`src/rtl/exec_mem_datapath_pkg.sv`:
```
// Opcode and mux-select encodings shared between the control unit and the exec/mem datapath.
package exec_mem_datapath_pkg;

  localparam logic [3:0] OP_ADD = 4'b0000;
  localparam logic [3:0] OP_SUB = 4'b0001;
  localparam logic [3:0] OP_AND = 4'b0010;
  localparam logic [3:0] OP_OR  = 4'b0011;
  localparam logic [3:0] OP_XOR = 4'b0100;
  localparam logic [3:0] OP_NOT = 4'b0101;
  localparam logic [3:0] OP_SHL = 4'b0110;
  localparam logic [3:0] OP_SHR = 4'b0111;
  localparam logic [3:0] OP_NOP = 4'b1111;

  localparam logic SEL1_ALU    = 1'b1;
  localparam logic SEL1_MEM    = 1'b0;
  localparam logic SEL3_OFFSET = 1'b1;
  localparam logic SEL3_ALU    = 1'b0;

endpackage

```
`src/rtl/exec_mem_datapath_if.sv`:
```
// Control-unit <-> datapath bundle: operands/controls in, result2, flags and debug address back.
// No handshake: the control unit holds inputs steady and samples result2 one edge later.
interface exec_mem_datapath_if #(
  parameter int DATA_WIDTH = 8,
  parameter int ADDR_BITS  = 5
);
  logic [DATA_WIDTH-1:0] operand1;
  logic [DATA_WIDTH-1:0] operand2;
  logic [DATA_WIDTH-1:0] offset;
  logic [3:0]            opcode;
  logic                  sel1;
  logic                  sel3;
  logic                  w_r;
  logic [DATA_WIDTH-1:0] result2;
  logic                  zero_flag;
  logic                  carry_flag;
  logic [ADDR_BITS-1:0]  mem_addr;

  modport master (
    output operand1, operand2, offset, opcode, sel1, sel3, w_r,
    input  result2, zero_flag, carry_flag, mem_addr
  );

  modport slave (
    input  operand1, operand2, offset, opcode, sel1, sel3, w_r,
    output result2, zero_flag, carry_flag, mem_addr
  );
endinterface

```
`src/rtl/exec_mem_datapath_data_mem_sync.sv`:
```
// Synchronous read-first RAM, reset loads word i with i; registered read, 1-cycle latency.
// No backpressure: a read and an optional write complete on every edge.
module data_mem_sync #(
  parameter int DATA_WIDTH = 8,
  parameter int ADDR_BITS  = 5
) (
  input  logic                  clk,
  input  logic                  rst,
  input  logic                  wr_en,
  input  logic [ADDR_BITS-1:0]  addr,
  input  logic [DATA_WIDTH-1:0] wr_dat,
  output logic [DATA_WIDTH-1:0] rd_dat
);
  localparam int DEPTH = 1 << ADDR_BITS;

  logic [DATA_WIDTH-1:0] ram_q [DEPTH];
  logic [DATA_WIDTH-1:0] ram_d [DEPTH];
  logic [DATA_WIDTH-1:0] rd_q;
  logic [DATA_WIDTH-1:0] rd_d;

  // Read sees ram_q, so a same-edge write to the same address returns the old word.
  always_comb begin
    ram_d = ram_q;
    rd_d  = ram_q[addr];
    if (wr_en) begin
      ram_d[addr] = wr_dat;
    end
  end

  always_ff @(posedge clk) begin
    if (rst) begin
      for (int i = 0; i < DEPTH; i++) begin
        ram_q[i] <= DATA_WIDTH'(i);
      end
      rd_q <= '0;
    end else begin
      ram_q <= ram_d;
      rd_q  <= rd_d;
    end
  end

  assign rd_dat = rd_q;
endmodule

```
`src/rtl/exec_mem_datapath.sv`:
```
// ALU with registered result/flags, address mux and data memory; result2 valid one edge after inputs.
// No backpressure: inputs are consumed every edge; holding them steady keeps result2 steady.
module exec_mem_datapath
  import exec_mem_datapath_pkg::*;
#(
  parameter int DATA_WIDTH = 8,
  parameter int ADDR_BITS  = 5
) (
  input logic                clk,
  input logic                rst,
  exec_mem_datapath_if.slave dp
);
  logic [DATA_WIDTH-1:0] alu_q, alu_d;
  logic                  zero_q, zero_d;
  logic                  carry_q, carry_d;
  logic [DATA_WIDTH-1:0] alu_res;
  logic                  alu_cy;
  logic [DATA_WIDTH:0]   sum;
  logic [DATA_WIDTH:0]   diff;
  logic [ADDR_BITS-1:0]  addr_sum;
  logic [ADDR_BITS-1:0]  mem_addr;
  logic [DATA_WIDTH-1:0] mem_rd;

  always_comb begin
    sum     = {1'b0, dp.operand1} + {1'b0, dp.operand2};
    diff    = {1'b0, dp.operand1} - {1'b0, dp.operand2};
    alu_res = dp.operand1;
    alu_cy  = 1'b0;
    case (dp.opcode)
      OP_ADD: begin alu_res = sum[DATA_WIDTH-1:0];  alu_cy = sum[DATA_WIDTH];  end
      OP_SUB: begin alu_res = diff[DATA_WIDTH-1:0]; alu_cy = diff[DATA_WIDTH]; end
      OP_AND: alu_res = dp.operand1 & dp.operand2;
      OP_OR:  alu_res = dp.operand1 | dp.operand2;
      OP_XOR: alu_res = dp.operand1 ^ dp.operand2;
      OP_NOT: alu_res = ~dp.operand1;
      OP_SHL: alu_res = dp.operand1 << dp.operand2[2:0];
      OP_SHR: alu_res = dp.operand1 >> dp.operand2[2:0];
      default: alu_res = dp.operand1;
    endcase
  end

  // NOP freezes the registered result and both flags.
  always_comb begin
    alu_d   = alu_q;
    zero_d  = zero_q;
    carry_d = carry_q;
    if (dp.opcode != OP_NOP) begin
      alu_d   = alu_res;
      zero_d  = (alu_res == '0);
      carry_d = alu_cy;
    end
  end

  always_ff @(posedge clk) begin
    if (rst) begin
      alu_q   <= '0;
      zero_q  <= 1'b0;
      carry_q <= 1'b0;
    end else begin
      alu_q   <= alu_d;
      zero_q  <= zero_d;
      carry_q <= carry_d;
    end
  end

  // Only the low address bits matter, so the add wraps modulo the memory depth.
  always_comb begin
    addr_sum = dp.operand1[ADDR_BITS-1:0] + dp.offset[ADDR_BITS-1:0];
    mem_addr = (dp.sel3 == SEL3_OFFSET) ? addr_sum : alu_res[ADDR_BITS-1:0];
  end

  data_mem_sync #(
    .DATA_WIDTH(DATA_WIDTH),
    .ADDR_BITS (ADDR_BITS)
  ) u_data_mem (
    .clk   (clk),
    .rst   (rst),
    .wr_en (dp.w_r),
    .addr  (mem_addr),
    .wr_dat(dp.operand2),
    .rd_dat(mem_rd)
  );

  assign dp.result2    = (dp.sel1 == SEL1_ALU) ? alu_q : mem_rd;
  assign dp.zero_flag  = zero_q;
  assign dp.carry_flag = carry_q;
  assign dp.mem_addr   = mem_addr;
endmodule

```
`src/flat_wrapper.sv`:
```
// flat-port wrapper written by rule: the top's interface ports become plain ports
module exec_mem_datapath_flat import exec_mem_datapath_pkg::*;
#(
  parameter int DATA_WIDTH = 8,
  parameter int ADDR_BITS  = 5
)
  (clk, rst, dp_operand1, dp_operand2, dp_offset, dp_opcode, dp_sel1, dp_sel3, dp_w_r, dp_result2, dp_zero_flag, dp_carry_flag, dp_mem_addr);
  exec_mem_datapath_if #(.DATA_WIDTH(DATA_WIDTH), .ADDR_BITS(ADDR_BITS)) dp_i ();
  input logic clk;
  input logic rst;
  input wire logic [$bits(dp_i.operand1)-1:0] dp_operand1;
  input wire logic [$bits(dp_i.operand2)-1:0] dp_operand2;
  input wire logic [$bits(dp_i.offset)-1:0] dp_offset;
  input wire logic [$bits(dp_i.opcode)-1:0] dp_opcode;
  input wire logic [$bits(dp_i.sel1)-1:0] dp_sel1;
  input wire logic [$bits(dp_i.sel3)-1:0] dp_sel3;
  input wire logic [$bits(dp_i.w_r)-1:0] dp_w_r;
  output wire logic [$bits(dp_i.result2)-1:0] dp_result2;
  output wire logic [$bits(dp_i.zero_flag)-1:0] dp_zero_flag;
  output wire logic [$bits(dp_i.carry_flag)-1:0] dp_carry_flag;
  output wire logic [$bits(dp_i.mem_addr)-1:0] dp_mem_addr;
  assign dp_i.operand1 = dp_operand1;
  assign dp_i.operand2 = dp_operand2;
  assign dp_i.offset = dp_offset;
  assign dp_i.opcode = dp_opcode;
  assign dp_i.sel1 = dp_sel1;
  assign dp_i.sel3 = dp_sel3;
  assign dp_i.w_r = dp_w_r;
  assign dp_result2 = dp_i.result2;
  assign dp_zero_flag = dp_i.zero_flag;
  assign dp_carry_flag = dp_i.carry_flag;
  assign dp_mem_addr = dp_i.mem_addr;
  exec_mem_datapath #(.DATA_WIDTH(DATA_WIDTH), .ADDR_BITS(ADDR_BITS)) u_core (.clk(clk), .rst(rst), .dp(dp_i));
endmodule
```
`config.mk`:
```
export PLATFORM = sky130hd
export DESIGN_NAME = exec_mem_datapath_flat
export DESIGN_NICKNAME = d
export VERILOG_FILES = /design/src/rtl/exec_mem_datapath_pkg.sv /design/src/rtl/exec_mem_datapath_if.sv /design/src/rtl/exec_mem_datapath_data_mem_sync.sv /design/src/rtl/exec_mem_datapath.sv /design/src/flat_wrapper.sv
export SDC_FILE = /design/constraint.sdc
export NUM_CORES = 1
export LEC_CHECK = 0
export ABC_AREA = 0
export CAP_MARGIN = 20
export CORE_ASPECT_RATIO = 0.5
export CORE_MARGIN = 8
export CORE_UTILIZATION = 45
export CTS_BUF_LIST = sky130_fd_sc_hd__clkbuf_4 sky130_fd_sc_hd__clkbuf_8
export DETAILED_ROUTE_END_ITERATION = 12
export GPL_ROUTABILITY_DRIVEN = 0
export MAX_ROUTING_LAYER = met4
export SYNTH_ARGS = -nofsm -noshare
export SYNTH_HDL_FRONTEND = slang
export SYNTH_SLANG_ARGS = --single-unit
```
`constraint.sdc`:
```
create_clock -name clk -period 6.3 [get_ports clk]
set_clock_uncertainty 0.2 [all_clocks]
set_input_delay 0.945 -clock clk [delete_from_list [all_inputs] [get_ports clk]]
set_output_delay 0.945 -clock clk [all_outputs]
set_load 0.01 [all_outputs]
```
==> metrics.md, run 1 <==
| Metric | Value |
|---|---|
| Setup crit start kind | `input port` |
| Cell Pwr Density | `265.2 nW/um^2` |
| Vias in the first global route | `12.47k` |
| Routed len/inst | `20.32 microns` |
| Clock Path Buffers | `3` |
| DRT Pass-1 Iters | `6` |
| Post-synth EDFFs | `0` |
| FP Rows | `46` |
| Crit-path max FO | `14` |
| Sequential area share after synthesis | `0.3828` |
| Worst vdd ir | `between 100 and 150 uV` |
| Mean number of vias per cell | `5.978` |
| Final setup viols | `0` |
| Synth top area share | `0.3828` |
| Postcts setup bufs | `0` |
| Commonest non-fill, non-tap cells in the layout | `nand2_1 (318), dfxtp_1 (274), a21oi_1 (268)` |
| Layout net count | `approximately 1.9k` |
| Number of clock sinks | `274` |
| RSZ-0062 raised after global routing | `false` |
| FF-to-FF End | `u_core.u_data_mem.rd_dat[5]` |
| Starting Density | `0.4551` |
| Share of post-route cells with drive strength above 1 | `0.1104` |
| Detailed Route WL | `between 40 and 50 mm` |
| CTS Buf Count | `41` |
| DR DRC count | `0` |
| Commonest non-fill, non-tap cell in the layout | `nand2_1` |
| CTS tree | `built` |
| Maximum clock rate | `~0.18 GHz` |
| Top cells by area, synth | `dfxtp_1 (38%), a21oi_1 (9.4%), nand2_1 (8.3%), a211o_1 (4.9%), mux2i_1 (4.5%)` |
| Critical hold path startpoint | `u_core.alu_q[5]` |
| Initial antenna violation count | `1` |
| Pleak | `0.005900 uW` |
| CP required | `5.15 ns` |
| Final Hold Viols | `0` |
| Total grt overflow | `0` |
| Primary FF master, synth | `dfxtp_1` |
| Total GRT Usage | `0.2421` |
| Hold-fix buffers, CTS | `0` |
| FF-to-FF path depth | `7` |
| CP endpoint kind | `output pin` |
| Worst Hold Slack | `about 0.25 ns` |
| Clock-pin slew on the worst setup and hold paths | `0.06 ns` |
| Worst Path Arrival | `4.55 ns` |
| Asr flop ratio synth | `0` |
| Port bufs | `44` |
| Worst hold path depth | `2` |
| Post-synth cell types | `69` |
| Antenna Cells | `0` |
| Hold EP | `u_core.alu_q[5]` |
| Final min period | `roughly 5.7 ns` |
| Root Buffer | `clkbuf_8` |
| Worst skew pair latency | `about 0.58 ns` |
| Final Cycle Share | `0.9033` |
| Mapped Nets | `1904` |
| First-pass GRT wire length | `about 72 mm` |
| Status | `completed` |
| Post-synth top area cell | `dfxtp_1` |
| Crit Path Category | `in -> out` |
| Avg Synthesized Cell Area | `7.809 sq um` |
| # resized after CTS | `0` |
| Die height | `142.2 microns` |
| CTS H-Tree Depth | `2` |
| Remaining antenna violation count after routing | `0` |
| I/O pins | `48` |
| Vias | `~14k` |
| Number of max-cap violations | `0` |
| Post-Route Setup TNS | `0 ns` |
| Area of the core | `roughly 31000 sq um` |
| Mapped Cells | `1835` |
| R2r startpoint | `u_core.u_data_mem.ram_q[213]` |
| Die area | `between 30000 and 40000 sq um` |
| R2R setup slack | `~3.7 ns` |
| Die Width | `268.4 microns` |
| Min-delay worst type | `reg -> reg` |
| Iter 0 DRT Violations | `1620` |
| Max-slew headroom | `0.3498` |
| Worst-Margin Slew | `0.9753 ns` |
| Mapped cell area | `14330 sq um` |
| DP HPWL | `approximately 30 mm` |
| Largest net degree at the start of global routing | `95` |
| YS warnings | `0` |
| Final slew viol count | `0` |
| Synthesis-stage register bit count | `274` |
| Synth-to-Final Area Change | `12.94%` |
## logic make-up (layout without fill, tap and decap cells)
| group | after synthesis | in the layout | synth area share |
|---|---|---|---|
| muxes | 85 | 85 | 0.06907 |
| and+or+nand+nor | 663 | 663 | 0.2083 |
| adders and majority gates | 36 | 36 | 0.03301 |
| DFF | 274 | 274 | 0.3828 |
| xor gates and xnor gates | 5 | 5 | 0.003057 |
| buffers and inverters | 200 | 222 | 0.05510 |
| AOI/OAI and AO/OA | 572 | 572 | 0.2487 |
## where the power goes
group	internal, uW	leakage, uW	total, uW	switching [uW]
Combinational	308	0.00320	897	589
Sequential	1780	0.00222	1800	21.4
Clock	886	0.000487	1600	709
## area by class of cell
type | instances | area [sq um]
well taps | 432 | 540.5
flip-flops and latches | 274 | 5485
fillers | 2986 | 15300
repair buffers | 118 | 1040
inverters | 30 | 113.9
clock buffers | 71 | 889.6
multi-input cells | 1361 | 8095
clock inverters | 3 | 18.77
## synth_stat cells, types with 9 or more instances
| master | number |
|---|---|
| nand2_1 | 318 |
| dfxtp_1 | 274 |
| a21oi_1 | 268 |
| clkbuf_1 | 126 |
| nor2_1 | 113 |
| nand3_1 | 110 |
| o21ai_0 | 98 |
| a211o_1 | 80 |
| mux2i_1 | 64 |
| ha_1 | 33 |
| buf_2 | 31 |
| nor2b_1 | 27 |
| inv_1 | 25 |
| nand2b_1 | 20 |
| a22oi_1 | 18 |
| a21o_1 | 16 |
| a31oi_1 | 15 |
| buf_1 | 13 |
| a221oi_1 | 12 |
| nor3_1 | 12 |
| a211oi_1 | 11 |
| mux2_2 | 11 |
| nor2_2 | 11 |
| mux4_2 | 10 |
| a22o_1 | 9 |
| nor3b_1 | 9 |
## worst max path at each step
stage          cells past startpoint                          end  slack [ns]      startpoint
2_1_floorplan                     12               dp_mem_addr[1]        1.18  dp_operand2[1]
3_3_place_gp                      11  u_core.u_data_mem.ram_q[19]        0.51  dp_operand1[1]
3_5_place_dp                      11  u_core.u_data_mem.ram_q[19]        0.41  dp_operand1[1]
4_1_cts                            8               dp_mem_addr[3]        0.67  dp_operand1[1]
5_1_grt                            8               dp_mem_addr[3]        0.45  dp_operand1[1]
6_report                          10               dp_mem_addr[3]        0.61  dp_operand1[1]
## stage by stage
stage / worst slack [ns] / util / instance area, sq um / cells / total power [uW]
global route: 0.4462 / 0.5140 / 16180 / 2289 / 4480
floorplan: 1.177 / - / 14330 / 1835 / 2379
detailed placement: 0.4143 / 0.4852 / 15270 / 2215 / 2716
finish: 0.6094 / 0.5140 / 16180 / 2289 / 4292
global placement: 0.5149 / 0.4852 / 15270 / 2215 / 2706
CTS: 0.6658 / 0.5140 / 16180 / 2289 / 4307
## layer usage
metal  up-vias  global-route usage  wire length (microns)
li1       6462                   -                      -
met1      6567              0.3354                  21310
met2       567              0.3560                  20200
met3        87             0.04950                   3929
met4         0             0.06516                   1077
met5         -                   -                      0
## state kept, by name (all words and copies together) (netlist names)
register,flops
u_core.u_data_mem.ram_q,256
u_core.alu_q,8
u_core.u_data_mem.rd_dat,8
u_core.dp.carry_flag,1
u_core.dp.zero_flag,1
## worst max-delay path, cell delays in order
cell	delay [ns]
clkdlybuf4s50_1	0.90
inv_1	0.16
ha_1	0.34
o21ba_2	0.23
o21bai_1	0.20
mux2i_1	0.13
xnor2_1	0.20
a311oi_4	0.78
inv_1	0.12
clkdlybuf4s50_1	0.53
Power figures use the tool's default switching activity.
==> inputs of run 2 (changes only) <==
- DONT_BUFFER_PORTS: default -> 1
==> run 2 against run 1 <==
Fmax is 16% higher. Via count is 2.2% lower. Utilization is 2.6 points lower. Clock power is 6% lower. Sequential cell count stayed put. Critical path depth is 3 higher. Cell count is 3.7% lower.
==> metrics.md, run 2 (same netlist as run 1, synthesis figures left out) <==
| Metric | Value |
|---|---|
| Status | `completed` |
| Area of the multi-input gates | `between 8000 and 9000 sq um` |
| Initial antenna violation count | `0` |
| Remaining antenna violation count after routing | `0` |
| Root Buffer | `clkbuf_8` |
| Final Hold Viols | `0` |
| Final setup viols | `0` |
| Worst skew pair latency | `0.58 ns` |
| Mean number of vias per cell | `6.071` |
| Final Cycle Share | `0.7820` |
| Die height | `between 100 and 150 microns` |
| Maximum clock rate | `approximately 0.2 GHz` |
| DR DRC count | `0` |
| Routed len/inst | `between 20 and 25 microns` |
| Max-slew headroom | `0.1977` |
| Biggest register | `u_core.u_data_mem.ram_q` |
| Postcts setup bufs | `0` |
| Area of the core | `31480 sq um` |
| Post-Route Setup TNS | `0 ns` |
| Clock Path Buffers | `3` |
| Number of clock sinks | `274` |
| CTS H-Tree Depth | `2` |
| Placed Cells | `~2.1k` |
| P_int | `roughly 2800 uW` |
| DP HPWL | `28.45 mm` |
| Iter 0 DRT Violations | `1587` |
| FP Rows | `46` |
| Largest net degree at the start of global routing | `276` |
| FF-to-FF path depth | `6` |
| Register area | `5485 sq um` |
| Antenna Cells | `0` |
| Final min period | `4.927 ns` |
| Worst Path Arrival | `approximately 5.1 ns` |
| Port bufs | `0` |
| CP endpoint kind | `flop` |
| Die area | `38150 sq um` |
| Hold-fix buffers, CTS | `0` |
| Starting Density | `0.4551` |
| Clk pwr share | `0.374` |
| I/O pins | `48` |
| Final slew viol count | `0` |
| First-pass GRT wire length | `approximately 71 mm` |
| Die Width | `268.4 microns` |
| Worst-Margin Slew | `1.197 ns` |
| Vias in the first global route | `12.39k` |
| CTS tree | `built` |
| Min-delay worst type | `reg -> reg` |
| Vias | `~13k` |
| DRT Pass-1 Iters | `5` |
| Detailed Route WL | `45.57 mm` |
| Crit-path max FO | `83` |
| RSZ-0062 raised after global routing | `false` |
| FILL cells | `3074` |
| Tot Pwr | `4043 uW` |
| # resized after CTS | `0` |
| Worst hold path depth | `2` |
| Total grt overflow | `0` |
| Clock-pin slew on the worst setup and hold paths | `0.06 ns` |
| Post-route insts no fill | `2204` |
| Commonest non-fill, non-tap cell in the layout | `nand2_1` |
| Critical path origin | `dp_operand1[0]` |
| Synth-to-Final Area Change | `7.326%` |
| Pleak | `0.005493 uW` |
| Sequential share of power | `0.445` |
| Layout net count | `1816` |
| Largest register FFs | `256` |
| Comb power frac | `0.181` |
| FF-to-FF End | `u_core.u_data_mem.rd_dat[5]` |
| CTS Buf Count | `43` |
| Crit Path Category | `in -> reg` |
| Worst vdd ir | `about 110 uV` |
| Share of post-route cells with drive strength above 1 | `0.09142` |
| Switching pwr | `between 1000 and 1500 uW` |
| Setup crit end | `u_core.u_data_mem.rd_dat[5]` |
| R2R setup slack | `3.88 ns` |
| Total GRT Usage | `0.2371` |
| Commonest non-fill, non-tap cells in the layout | `nand2_1 (318), dfxtp_1 (274), a21oi_1 (268)` |
| Number of max-cap violations | `0` |
| Cell Pwr Density | `~260 nW/um^2` |
| Setup crit start kind | `input port` |
| CP required | `approximately 6.5 ns` |
| R2r startpoint | `u_core.u_data_mem.ram_q[213]` |
| Switching Share | `0.3003` |
[run 2: changes by cell type in the layout (fill, tap and decap cells not counted), sizes merged]
cell and delta:
clkdlybuf4s50 -41, clkbuf -7, buf -39, clkinvlp +2
clkinv -1, inv +1
[run 2: area by class of cell]
| class | count | share of cell area |
|---|---|---|
| clock buffer | 65 | 0.05207 |
| clock inverter | 5 | 0.002197 |
| inverter | 30 | 0.007485 |
| multi-input combinational | 1361 | 0.5267 |
| sequential | 274 | 0.3567 |
| tap | 432 | 0.03515 |
| timing repair buffer | 37 | 0.01969 |
[run 2: worst max-delay path, cell delays in order]
cell,delay [ns]
inv_1,0.07
ha_1,0.18
inv_1,0.06
fa_1,0.42
mux4_2,0.49
a2111o_1,0.59
o21bai_4,0.24
buf_12,0.41
mux2i_1,0.24
a22oi_1,0.10
a22o_1,0.28
nor4b_1,0.76
a41oi_1,0.24
[run 2: power groups by stage]
stage / clock [uW] / combinational, uW / sequential, uW
floorplan: 0 / 550 / 1830
global placement: 0 / 710 / 1840
detailed placement: 0 / 715 / 1840
CTS: 1540 / 718 / 1800
global route: 1630 / 786 / 1800
finish: 1510 / 732 / 1800
[run 2: through the flow]
stage	cell area (sq um)	util	hold WS (ns)	worst slack, ns
final	15380	0.4885	0.2498	1.373
after floorplan	14330	-	0.2284	1.177
after detailed placement	14540	0.4620	0.2413	0.9672
after global routing	15380	0.4885	0.2457	1.239
after global placement	14540	0.4617	0.2399	0.9908
after CTS	15380	0.4885	0.2509	1.535
[run 2: layer usage]
layer | wire length, microns | vias up | track usage
li1 | - | 6294 | -
met1 | 21050 | 6497 | 0.3235
met2 | 20060 | 503 | 0.3568
met3 | 3459 | 87 | 0.04364
met4 | 987 | 0 | 0.06770
met5 | 0 | - | -
[run 2: worst min-delay path by stage]
stage,startpoint,to,slack (ns)
global placement,u_core.u_data_mem.ram_q[157],u_core.u_data_mem.ram_q[157],0.24
finish,u_core.alu_q[0],u_core.alu_q[0],0.25
detailed placement,u_core.alu_q[5],u_core.alu_q[5],0.24
floorplan,u_core.alu_q[0],u_core.alu_q[0],0.23
CTS,u_core.alu_q[5],u_core.alu_q[5],0.25
global route,rst,u_core.u_data_mem.ram_q[136],0.25
==> inputs of run 3 (changes only) <==
- clock period: 6.3 -> 4.42 ns (I/O delays scaled with it)
==> run 3 against run 2 <==
Cell area grew 7.0%. Register-to-register slack lost 1.7 ns. Clock power grew 54%. Cell count grew 4.8%. Critical path type unchanged. Largest cell class unchanged. Highest routed layer unchanged.
==> metrics.md, run 3 (same netlist as run 1, synthesis figures left out) <==
| Metric | Value |
|---|---|
| Status | `completed` |
| Routed len/inst | `20.64 microns` |
| Final Hold Viols | `0` |
| First-pass GRT wire length | `73.30 mm` |
| Min-delay worst type | `in -> reg` |
| Setup crit end | `u_core.u_data_mem.rd_dat[0]` |
| R2R setup slack | `approximately 2.1 ns` |
| RSZ-0062 raised after global routing | `false` |
| # resized after CTS | `0` |
| Worst Path Arrival | `~4.4 ns` |
| Commonest non-fill, non-tap cells in the layout | `nand2_1 (318), dfxtp_1 (274), a21oi_1 (268)` |
| Final Cycle Share | `0.9315` |
| DRT Pass-1 Iters | `5` |
| Clock-pin slew on the worst setup and hold paths | `0.07 ns` |
| P_int | `4304 uW` |
| FF-to-FF path depth | `8` |
| Clk pwr share | `0.383` |
| Vias in the first global route | `12.94k` |
| Switching pwr | `~1800 uW` |
| Detailed Route WL | `47.67 mm` |
| Setup crit start kind | `input port` |
| Die area | `around 38000 sq um` |
| Total GRT Usage | `0.2467` |
| CTS Buf Count | `43` |
| Area of the core | `31480 sq um` |
| FP Rows | `46` |
| Clock Path Buffers | `3` |
| Sequential share of power | `0.421` |
| Pleak | `a little over 0.006 uW` |
| Worst Hold Slack | `0.02748 ns` |
| Max-slew headroom | `0.3911` |
| Port bufs | `0` |
| FF-to-FF End | `u_core.u_data_mem.rd_dat[0]` |
| Crit Path Category | `in -> reg` |
| FILL cells | `2966` |
| Number of clock sinks | `between 200 and 300` |
| Initial antenna violation count | `0` |
| CP required | `4.65 ns` |
| Comb power frac | `0.196` |
| Switching Share | `0.2937` |
| Critical path origin | `dp_operand1[0]` |
| Final slew viol count | `0` |
| CTS tree | `built` |
| Vias | `between 10k and 15k` |
| Iter 0 DRT Violations | `1551` |
| Total grt overflow | `0` |
| Pre-CTS WS | `-0.2749 ns` |
| CTS H-Tree Depth | `2` |
| Share of post-route cells with drive strength above 1 | `0.1396` |
| Root Buffer | `clkbuf_8` |
| Worst skew pair latency | `0.57 ns` |
| Remaining antenna violation count after routing | `0` |
| Setup slack after layout | `0.3029 ns` |
| Worst vdd ir | `~170 uV` |
| Biggest register | `u_core.u_data_mem.ram_q` |
| Starting Density | `0.4551` |
| Mean number of vias per cell | `6.047` |
| DR DRC count | `0` |
| Number of max-cap violations | `0` |
| CP endpoint kind | `flop` |
| Maximum clock rate | `0.2429 GHz` |
| Largest net degree at the start of global routing | `269` |
| Final min period | `between 4 and 5 ns` |
| Crit-path max FO | `44` |
| Layout net count | `between 1.5k and 2k` |
| I/O pins | `48` |
| Final setup viols | `0` |
| Synth-to-Final Area Change | `14.81%` |
| Commonest non-fill, non-tap cell in the layout | `nand2_1` |
| R2r startpoint | `u_core.u_data_mem.ram_q[208]` |
| Worst-Margin Slew | `0.9084 ns` |
| Largest register FFs | `256` |
| Cell Pwr Density | `370.5 nW/um^2` |
| Die height | `142.2 microns` |
| Post-Route Setup TNS | `0 ns` |
| DP HPWL | `30.54 mm` |
| Die Width | `268.4 microns` |
## run 3: cell count changes in the layout (fill, tap and decap cells not counted), sizes merged
cell,delta
inv,-1
clkinvlp,-2
diode,+1
bufinv,+1
buf,+95
clkbuf,+7
clkinv,-1
dlygate4sd3,+6
## run 3: layer usage
layer | wire (microns) | vias up | global-route usage
li1 | - | 6499 | -
met1 | 21410 | 6764 | 0.3375
met2 | 20880 | 621 | 0.3732
met3 | 4440 | 85 | 0.04812
met4 | 942 | 0 | 0.05980
met5 | 0 | - | -
## run 3: how the worst min path moves through the flow
stage                                from  depth (start not counted)  slack [ns]                           end
final                      dp_operand2[2]                          1        0.03  u_core.u_data_mem.ram_q[210]
after global routing       dp_operand2[1]                          1        0.01  u_core.u_data_mem.ram_q[105]
after CTS                  dp_operand2[2]                          2      0.0004   u_core.u_data_mem.ram_q[98]
after detailed placement  u_core.alu_q[0]                          2        0.24               u_core.alu_q[0]
after global placement    u_core.alu_q[6]                          2        0.24               u_core.alu_q[6]
after floorplan           u_core.alu_q[0]                          2        0.23               u_core.alu_q[0]
## run 3: final cells by class
| type | instances | area [sq um] | area share |
|---|---|---|---|
| sequential | 274 | 5485 | 0.3334 |
| timing repair buffer | 138 | 1264 | 0.07682 |
| clock buffer | 72 | 884.6 | 0.05377 |
| multi-input combinational | 1361 | 8118 | 0.4935 |
| tap | 432 | 540.5 | 0.03286 |
| clock inverter | 2 | 41.29 | 0.002510 |
| antenna | 1 | 2.502 | 0.0001521 |
| inverter | 30 | 115.1 | 0.006997 |
## run 3: critical path, cell delays in order
cell,delay (ns)
inv_1,0.05
ha_1,0.16
inv_1,0.05
fa_1,0.42
mux4_2,0.50
a2111o_1,0.47
o21bai_4,0.27
clkinv_2,0.15
buf_12,0.21
a21oi_1,0.17
a22oi_1,0.11
a22o_1,0.27
nor4b_1,0.45
buf_4,0.24
a41oi_1,0.12
## run 3: metrics by stage
step	util	total power [uW]	area, sq um	cells
after floorplan	-	3398	14370	1835
after global placement	0.4910	3764	15460	2229
after detailed placement	0.4911	3776	15460	2229
after CTS	0.5225	6118	16450	2309
after global routing	0.5225	6342	16450	2309
final	0.5225	6095	16450	2310
## run 3: timing repair
item | CTS | global route
endpoints found under the hold margin | 16 | 0
setup buffers | 0 | 0
hold buffers | 6 | 0
## run 3: power by group through the flow
stage / Combinational, uW / Clock, uW / Sequential (uW)
finish: 1200 / 2330 / 2560
global route: 1280 / 2500 / 2570
CTS: 1170 / 2380 / 2560
detailed placement: 1160 / 0 / 2620
global placement: 1150 / 0 / 2610
floorplan: 790 / 0 / 2610
